**src/rtl/hub75_pkg.sv**
```systemverilog
// Shared HUB75 framebuffer definitions: geometry, word packing and ingest FSM states.
// Used by both the write-side ingest stage and the scan-out side.
package hub75_pkg;

  localparam int FB_ADDR_W = 14;
  localparam int FB_DATA_W = 20;
  localparam int FB_PIXELS = 16384;

  typedef enum logic [2:0] {
    ST_IDLE      = 3'd0,
    ST_R         = 3'd1,
    ST_G         = 3'd2,
    ST_B         = 3'd3,
    ST_SWAP_WAIT = 3'd4
  } ingest_state_e;

  // Keeps the top 7 bits of R and G and the top 6 bits of B.
  function automatic logic [FB_DATA_W-1:0] pack_rgb888(input logic [7:0] r,
                                                       input logic [7:0] g,
                                                       input logic [7:0] b);
    return {r[7:1], g[7:1], b[7:2]};
  endfunction

endpackage

```
**src/rtl/hub75_ingest.sv**
```systemverilog
// RGB888 byte stream to framebuffer writer. Flips the double-buffer select only at a
// display frame boundary, so the scan-out side never shows a partly written frame.
module hub75_ingest
  import hub75_pkg::*;
#(
  parameter int NUM_PIXELS = FB_PIXELS,
  parameter int ADDR_W     = FB_ADDR_W,
  parameter int DATA_W     = FB_DATA_W
) (
  input  logic              sys_clk,
  input  logic              rst,
  input  logic [7:0]        s_data,
  input  logic              s_valid,
  input  logic              s_sof,
  output logic              s_ready,
  input  logic              disp_frame_start,
  output logic [DATA_W-1:0] fb_wdata,
  output logic [ADDR_W-1:0] fb_waddr,
  output logic              fb_we,
  output logic              fb_selection,
  output logic              frame_done,
  output logic              err_sof
);

  localparam logic [ADDR_W-1:0] LAST_PIX = ADDR_W'(NUM_PIXELS - 1);

  ingest_state_e     state_r;
  logic [ADDR_W-1:0] pix_cnt_r;
  logic [7:0]        r_byte_r;
  logic [7:0]        g_byte_r;
  logic              accept_s;
  logic              last_pix_s;
  logic              sof_abort_s;

  assign accept_s    = s_valid & s_ready;
  assign last_pix_s  = (pix_cnt_r == LAST_PIX);
  // An SOF is only legitimate where pixel 0 would start anyway.
  assign sof_abort_s = s_sof & ~((state_r == ST_R) & (pix_cnt_r == {ADDR_W{1'b0}}));

  // Ingest FSM with pixel counter, byte holding registers and registered outputs.
  always_ff @(posedge sys_clk or posedge rst) begin
    if (rst) begin
      state_r      <= ST_IDLE;
      pix_cnt_r    <= {ADDR_W{1'b0}};
      r_byte_r     <= 8'd0;
      g_byte_r     <= 8'd0;
      s_ready      <= 1'b0;
      fb_we        <= 1'b0;
      fb_waddr     <= {ADDR_W{1'b0}};
      fb_wdata     <= {DATA_W{1'b0}};
      fb_selection <= 1'b0;
      frame_done   <= 1'b0;
      err_sof      <= 1'b0;
    end else begin
      fb_we      <= 1'b0;
      frame_done <= 1'b0;
      err_sof    <= 1'b0;
      s_ready    <= 1'b1;
      case (state_r)
        ST_IDLE: begin
          if (accept_s && s_sof) begin
            r_byte_r  <= s_data;
            pix_cnt_r <= {ADDR_W{1'b0}};
            state_r   <= ST_G;
          end
        end
        ST_R, ST_G, ST_B: begin
          if (accept_s && sof_abort_s) begin
            err_sof   <= 1'b1;
            r_byte_r  <= s_data;
            pix_cnt_r <= {ADDR_W{1'b0}};
            state_r   <= ST_G;
          end else if (accept_s) begin
            case (state_r)
              ST_R: begin
                r_byte_r <= s_data;
                state_r  <= ST_G;
              end
              ST_G: begin
                g_byte_r <= s_data;
                state_r  <= ST_B;
              end
              ST_B: begin
                fb_we    <= 1'b1;
                fb_waddr <= pix_cnt_r;
                fb_wdata <= pack_rgb888(r_byte_r, g_byte_r, s_data);
                if (last_pix_s) begin
                  s_ready <= 1'b0;
                  state_r <= ST_SWAP_WAIT;
                end else begin
                  pix_cnt_r <= pix_cnt_r + {{(ADDR_W-1){1'b0}}, 1'b1};
                  state_r   <= ST_R;
                end
              end
              default: state_r <= ST_IDLE;
            endcase
          end
        end
        ST_SWAP_WAIT: begin
          // A boundary pulse coinciding with the final write is too early to be safe.
          if (disp_frame_start && !fb_we) begin
            fb_selection <= ~fb_selection;
            frame_done   <= 1'b1;
            pix_cnt_r    <= {ADDR_W{1'b0}};
            state_r      <= ST_IDLE;
          end else begin
            s_ready <= 1'b0;
          end
        end
        default: begin
          state_r <= ST_IDLE;
        end
      endcase
    end
  end

endmodule

```
**config.mk**
```make
export PLATFORM = sky130hd
export DESIGN_NAME = hub75_ingest
export DESIGN_NICKNAME = d
export VERILOG_FILES = /design/src/rtl/hub75_pkg.sv /design/src/rtl/hub75_ingest.sv
export SDC_FILE = /design/constraint.sdc
export NUM_CORES = 1
export LEC_CHECK = 0
export CORE_ASPECT_RATIO = 1.1
export CORE_MARGIN = 1.5
export CORE_UTILIZATION = 52
export CTS_CLUSTER_SIZE = 8
export DETAILED_ROUTE_END_ITERATION = 10
export PLACE_DENSITY = 0.79
export SETUP_SLACK_MARGIN = 0.2
export SLEW_MARGIN = 25
export SYNTH_ARGS = -nofsm -noshare
export SYNTH_HDL_FRONTEND = slang
export SYNTH_SLANG_ARGS = --single-unit
```
**constraint.sdc**
```tcl
create_clock -name sys_clk -period 3 [get_ports sys_clk]
set_clock_uncertainty 0.2 [all_clocks]
set_input_delay 0.6 -clock sys_clk [delete_from_list [all_inputs] [get_ports sys_clk]]
set_output_delay 0.6 -clock sys_clk [all_outputs]
set_load 0.1 [all_outputs]
```
==> flow_summary.ini, run 1 <==
[sta]
setup_slack_ns = 0.486
fmax_mhz = 398
tightest_slew_ns = 0.561
final_hold_viol_count = 0
drv_slew = 0
setup_tns_ns = 0
relSlewSlack = 0.623
hold_slack_ns = 0.269
fin_crit_ns = 2.51
rsz0062_at_grt = no
post-route-period-util = 0.838
final-setup-viol-count = 0

[critical_path]
endpoint = g_byte_r[1]
path_cells = inv_1, ha_1, nor4b_1, a41oi_2, nor2b_1, nand3_1, mux2_1
crit_type = reg -> reg
worstPathRequired_ns = 3.03
end_kind = flop
crit_path_max_incr_delay_ns = 0.43
path_max_fanout = 7
slowest_stage = mux2_1
rr_worst_depth = 7
cp-start-kind = flop
crit_arrival_ns = 2.54
critPathLaunch = pix_cnt_r[0]
r2r_start = pix_cnt_r[0]
r2r_slack_ns = 0.49
r2r-end = g_byte_r[1]

[placement]
gp_congestion = 0.868
place_ws_ns = 0.262
hpwl_um = 4400
io_buffers = 50
place_area_um2 = 3550

[finish]
fillers = 479
diodes = 0
register_area_um2 = 1750
layout-drive-gt1-share = 0.238
nets = 380
area_delta_synth_final_pct = 23.6
multi_input_comb_area_um2 = 1160
stdcell_area_um2 = 3770

[clock_tree]
clockRootBuffer = clkbuf_8
cts_sinks = 70
ctsHoldBuffers = 0
clk_pin_slew_ns = 0.08
clockBufferDepth = 2
cts_resized = 0
cts_made_buffers = 9
htreeDepth = 3
post_cts_buffers = 0
cts_tree = done
clk_latency_ns = 0.35

[floorplanning]
dieArea_um2 = 6340
pin_count = 52
die_width_um = 76.1
fp.coreArea_um2 = 5730
start_util = 0.533
rows = 29
fp.dieH_um = 83.4

[yosys]
yosys.area_share.xor_xnor = 0.00287
syn_area_per_cell_um2 = 9.88
ys_ff_latch = 70
synthMuxAreaShare = 0.0549
synth_seq_area_share = 0.574
synth_fa_ha_area_frac = 0.00819
synth-compound-area-share = 0.0832
synth_cell_type_count = 44
synth_top_cell_by_area = dfrtp_1
netlist_instances = 309
synth.cell_area_um2 = 3050
synthSimpleGateAreaFrac = 0.232
ys_top_cells_by_area = dfrtp_1 57%, nand2_1 14%, mux2_2 4.8%
syn_nets = 324
yosys_warnings = 0
synth_top_area_frac = 0.574
synth_top_family_by_area = simple AND/OR/NAND/NOR gates

[route]
wirelength_um = 6330
drtIter0Drc = 232
viasPerCell = 5.26
drcViolationCount = 0
ant_nets = 0
drt_first_pass_iters = 4
wl_per_cell_um = 14.2
vias = 2351

[power_and_ir_drop]
vdd_drop_max_mv = 0.767
p_leak_nw = 1.88
power.density_nw_per_um2 = 1020
power_mw = 3.84

[global_routing]
track_usage = 0.228
gr-total-overflow = 0
grt_pass1_wl_um = 11200
grt_max_degree = 39
grt_pass1_vias = 2364
antenna_found_initial = 0

[job]
drv_cap = 0

[status]
status = completed

[worst_hold_path]
hold_class = reg -> reg
==> logic make-up after synthesis <==
kind of cell / after synthesis
flip-flops: 70
AO/OA/AOI/OAI: 37
adder cells (fa/ha/maj): 2
buffers and inverters: 27
XOR/XNOR: 1
multiplexers: 15
AND/OR/NAND/NOR: 157
==> registers in the layout, summed over array words and instances, names as in the netlist <==
signal	flops
err_sof	1
fb_selection	1
fb_waddr	14
fb_wdata	20
fb_we	1
frame_done	1
g_byte_r	7
pix_cnt_r	14
r_byte_r	7
s_ready	1
state_r	3
==> where the power goes <==
part	leakage, nW	total, mW	internal, mW	switching, mW
Combinational	0.890	1.68	0.351	1.33
Sequential	0.883	1.32	1.16	0.156
Clock	0.109	0.841	0.470	0.371
Total	1.88	3.84	1.98	1.86
==> layout by cell type (no fill, tap or decap), types with 3 or more instances in the layout <==
cell type | Yosys | final
clkbuf_8 | 0 | 9
a31oi_1 | 9 | 9
nor3_1 | 3 | 3
o21ai_0 | 8 | 8
nand2_1 | 111 | 111
inv_1 | 10 | 9
nand4_1 | 6 | 6
buf_4 | 0 | 49
nand3_1 | 10 | 10
clkinv_4 | 0 | 3
nor2_1 | 8 | 8
a21oi_1 | 5 | 5
dfrtp_1 | 70 | 70
clkdlybuf4s50_1 | 0 | 11
nor4_1 | 3 | 3
a41oi_1 | 3 | 3
mux2_2 | 13 | 13
==> final cells by class <==
type,instances,share of cell area
Clock buffer,9,0.0328
Sequential cell,70,0.464
Timing Repair Buffer,61,0.132
Tap cell,77,0.0255
Inverter,11,0.0109
Multi-Input combinational cell,212,0.309
Clock inverter,7,0.0262
==> worst max-delay path: cells and delay by family, from the launching register on <==
| kind | cells | cell delay [ns] |
|---|---|---|
| simple gates | 3 | 0.87 |
| mux | 1 | 0.43 |
| flops | 1 | 0.41 |
| fa+ha+maj | 1 | 0.18 |
| compound gates | 1 | 0.17 |
| buf+inv | 1 | 0.14 |
==> synthesized netlist by cell type <==
cell type	instances
ha_1	2
a41oi_1	3
or3_1	1
or2_1	1
o21ai_1	1
clkbuf_1	7
nor4_1	3
nand2b_1	1
nand4_1	6
nor3_2	2
a31oi_1	9
nand3_1	10
o311a_1	1
nor4_4	1
nor2b_1	2
or3b_2	1
o221ai_1	1
mux2i_1	1
o211ai_1	2
a21o_1	1
inv_1	10
nor4b_1	1
a21oi_1	5
a41oi_2	1
o21ai_0	8
inv_2	1
and3_1	1
dfrtp_1	70
and2_1	2
nor2_1	8
a211oi_2	1
nand2_1	111
o22ai_1	1
nor4b_2	1
mux2_1	1
xor2_1	1
a21boi_0	1
a2bb2oi_1	1
nor3_1	3
and4_1	2
mux2_2	13
o31a_1	1
buf_6	4
buf_2	5
==> worst min-delay path by stage <==
stage / depth (start not counted) / slack [ns] / to / startpoint
floorplan: 2 / 0.23 / fb_wdata[10] / g_byte_r[5]
global placement: 2 / 0.24 / fb_wdata[12] / g_byte_r[7]
detailed placement: 2 / 0.25 / fb_wdata[12] / g_byte_r[7]
CTS: 1 / 0.27 / fb_selection / fb_selection
global route: 2 / 0.30 / fb_waddr[7] / fb_waddr[7]
finish: 1 / 0.27 / fb_selection / fb_selection
==> through the flow <==
step | util | std cells
2_1_floorplan | - | 309
3_3_place_gp | 0.620 | 431
3_5_place_dp | 0.620 | 431
4_1_cts | 0.658 | 447
5_1_grt | 0.658 | 447
6_report | 0.658 | 447
==> per-layer routing <==
metal  track usage  part of all wire  vias to the layer above
li1              -                 -                     1157
met1         0.285              0.43                     1126
met2         0.373              0.51                       60
met3        0.0626             0.047                        8
met4        0.0960             0.018                        0
met5             0                 0                        -
(Power assumes the default switching activity.)
==> inputs of run 2 (changes only) <==
Settings changed: CORE_UTILIZATION 52 to 47, PLACE_DENSITY 0.79 to 0.75.
Clock period 3 ns to 2.2 ns, I/O delays scaled along.
==> flow_summary.ini, run 2 (synthesis gave the netlist of run 1 again) <==
[route]
drtIter0Drc = 191
wl_per_cell_um = 14.8
ant_nets = 0
drcViolationCount = 0
drt_first_pass_iters = 4
vias = 2528
wirelength_um = 7170
viasPerCell = 5.22

[power_and_ir_drop]
p_int_mw = 2.65
sw_frac_of_total = 0.502
power.density_nw_per_um2 = 1250
vdd_drop_max_mv = 1.09
power_mw = 5.31
p_switching_mw = 2.66
p_comb_frac = 0.480
clkPwrFrac = 0.186
p_leak_nw = 2.11
seq_power_share = 0.334

[sta]
hold_slack_ns = 0.222
final_hold_viol_count = 0
setup_slack_ns = 0.00188
relSlewSlack = 0.737
drv_slew = 0
final-setup-viol-count = 0
fmax_mhz = 455
post-route-period-util = 0.999
tightest_slew_ns = 0.393
rsz0062_at_grt = yes
fin_crit_ns = 2.20

[finish]
diodes = 0
mostFrequentLayoutCells = 107 x nand2_1, 76 x buf_4, 69 x dfrtp_1, 13 x mux2_2, 11 x clkdlybuf4s50_1
area_delta_synth_final_pct = 38.7
nets = 414
final_cells = 484
layout-drive-gt1-share = 0.359
final_common_cell = nand2_1
top_regs = fb_wdata x20, fb_waddr x14, pix_cnt_r x14
largest_register_ffs = 20
largest_register = fb_wdata
stdcell_area_um2 = 4240

[placement]
dp.cells = 462
place_ws_ns = -0.247
gp_congestion = 0.819
hpwl_um = 4930
place_area_um2 = 3930
io_buffers = 50

[global_routing]
grt_pass1_wl_um = 11900
antenna_found_initial = 0
use_met1 = 0.273
track_usage = 0.225
grt_max_degree = 28
gr-total-overflow = 0
grt_pass1_vias = 2489
grtUsageMet3 = 0.0615
met2_usage = 0.378
top_usage_layer = met2

[clock_tree]
cts_tree = done
cts_sinks = 70
htreeDepth = 3
clockRootBuffer = clkbuf_8
cts_made_buffers = 9
ctsHoldBuffers = 0
clockBufferDepth = 2
clk_pin_slew_ns = 0.09
clk_latency_ns = 0.35

[critical_path]
cp-start-kind = flop
crit_type = reg -> reg
rr_worst_depth = 9
end_kind = flop
crit_arrival_ns = 2.28
path_max_fanout = 7
worstPathRequired_ns = 2.28

[worst_hold_path]
hold_class = in -> async

[floorplanning]
dieArea_um2 = 6990
die_width_um = 79.9
pin_count = 52
rows = 30
start_util = 0.490
fp.coreArea_um2 = 6230
fp.dieH_um = 87.5

[job]
drv_cap = 0

[status]
status = completed
run 2: cell types whose count changed in the layout (fill, tap and decap cells not counted), moves of 3 or more:
| cell | before | now |
|---|---|---|
| buf_12 | 1 | 5 |
| nand3_1 | 10 | 6 |
| inv_6 | 0 | 4 |
| nand2_2 | 0 | 4 |
| buf_4 | 49 | 76 |
| o21ai_1 | 1 | 7 |
| nand3_2 | 0 | 3 |
| nand2_1 | 111 | 107 |
| buf_6 | 0 | 3 |
| o21ai_0 | 8 | 2 |
run 2: routing by layer:
metal | wire (um) | vias up | part of all wire
met3 | 325 | 19 | 0.045
met2 | 3630 | 66 | 0.51
met5 | 0 | - | 0
met4 | 186 | 0 | 0.026
met1 | 3030 | 1222 | 0.42
li1 | - | 1221 | -
run 2: path summary, 6_finish.rpt:
kind                                    from           end  slack [ns]
worst min-delay path                     rst  fb_wdata[12]        0.22
worst max register to register  pix_cnt_r[1]  pix_cnt_r[8]       0.002
min in group sys_clk             g_byte_r[2]   fb_wdata[7]        0.27
worst min register to register   g_byte_r[2]   fb_wdata[7]        0.27
worst max-delay path            pix_cnt_r[1]  pix_cnt_r[8]       0.002
max in group asynchronous                rst       s_ready        1.08
run 2: critical path, cell delays in order, from the launching register on:
cell      delay (ns)
dfrtp_1         0.40
inv_2           0.09
ha_4            0.13
nor4b_4         0.24
a41oi_4         0.19
buf_6           0.17
a211oi_4        0.27
buf_6           0.19
o21ai_1         0.12
a31oi_1         0.14
run 2: area by class of cell:
class                   instances  area [um2]
clock buffers                   9         124
clock inverters                 7        62.6
fillers                       487        1990
inverters                      11        47.5
multi-input cells             212        1330
flip-flops and latches         70        1760
well taps                      80         100
repair buffers                 95         815
run 2: what timing repair did:
action                                  CTS  global route
pin swaps                                12             8
gates resized for setup                  15             5
gates cloned                              1             0
endpoints found under the setup margin   66            67
setup buffers                             4             1
run 2: power groups by stage:
stage / clock network, mW / logic [mW] / registers [mW]
3_5_place_dp: 0 / 2.48 / 1.79
3_3_place_gp: 0 / 2.45 / 1.78
2_1_floorplan: 0 / 0.520 / 3.19
5_1_grt: 1.08 / 2.66 / 1.81
4_1_cts: 0.998 / 2.55 / 1.77
6_report: 0.987 / 2.55 / 1.77
run 2: through the flow:
stage	utilization	TNS, ns
floorplan	-	0
global placement	0.630	-9.26
detailed placement	0.630	-11.18
CTS	0.675	0
global route	0.680	-2.07
finish	0.680	0
==> inputs of run 3 (changes only) <==
Settings changed: GPL_ROUTABILITY_DRIVEN from default to 0.
==> results of run 3 <==
No change in the layout: final DEF, timing and power equal those of run 2.
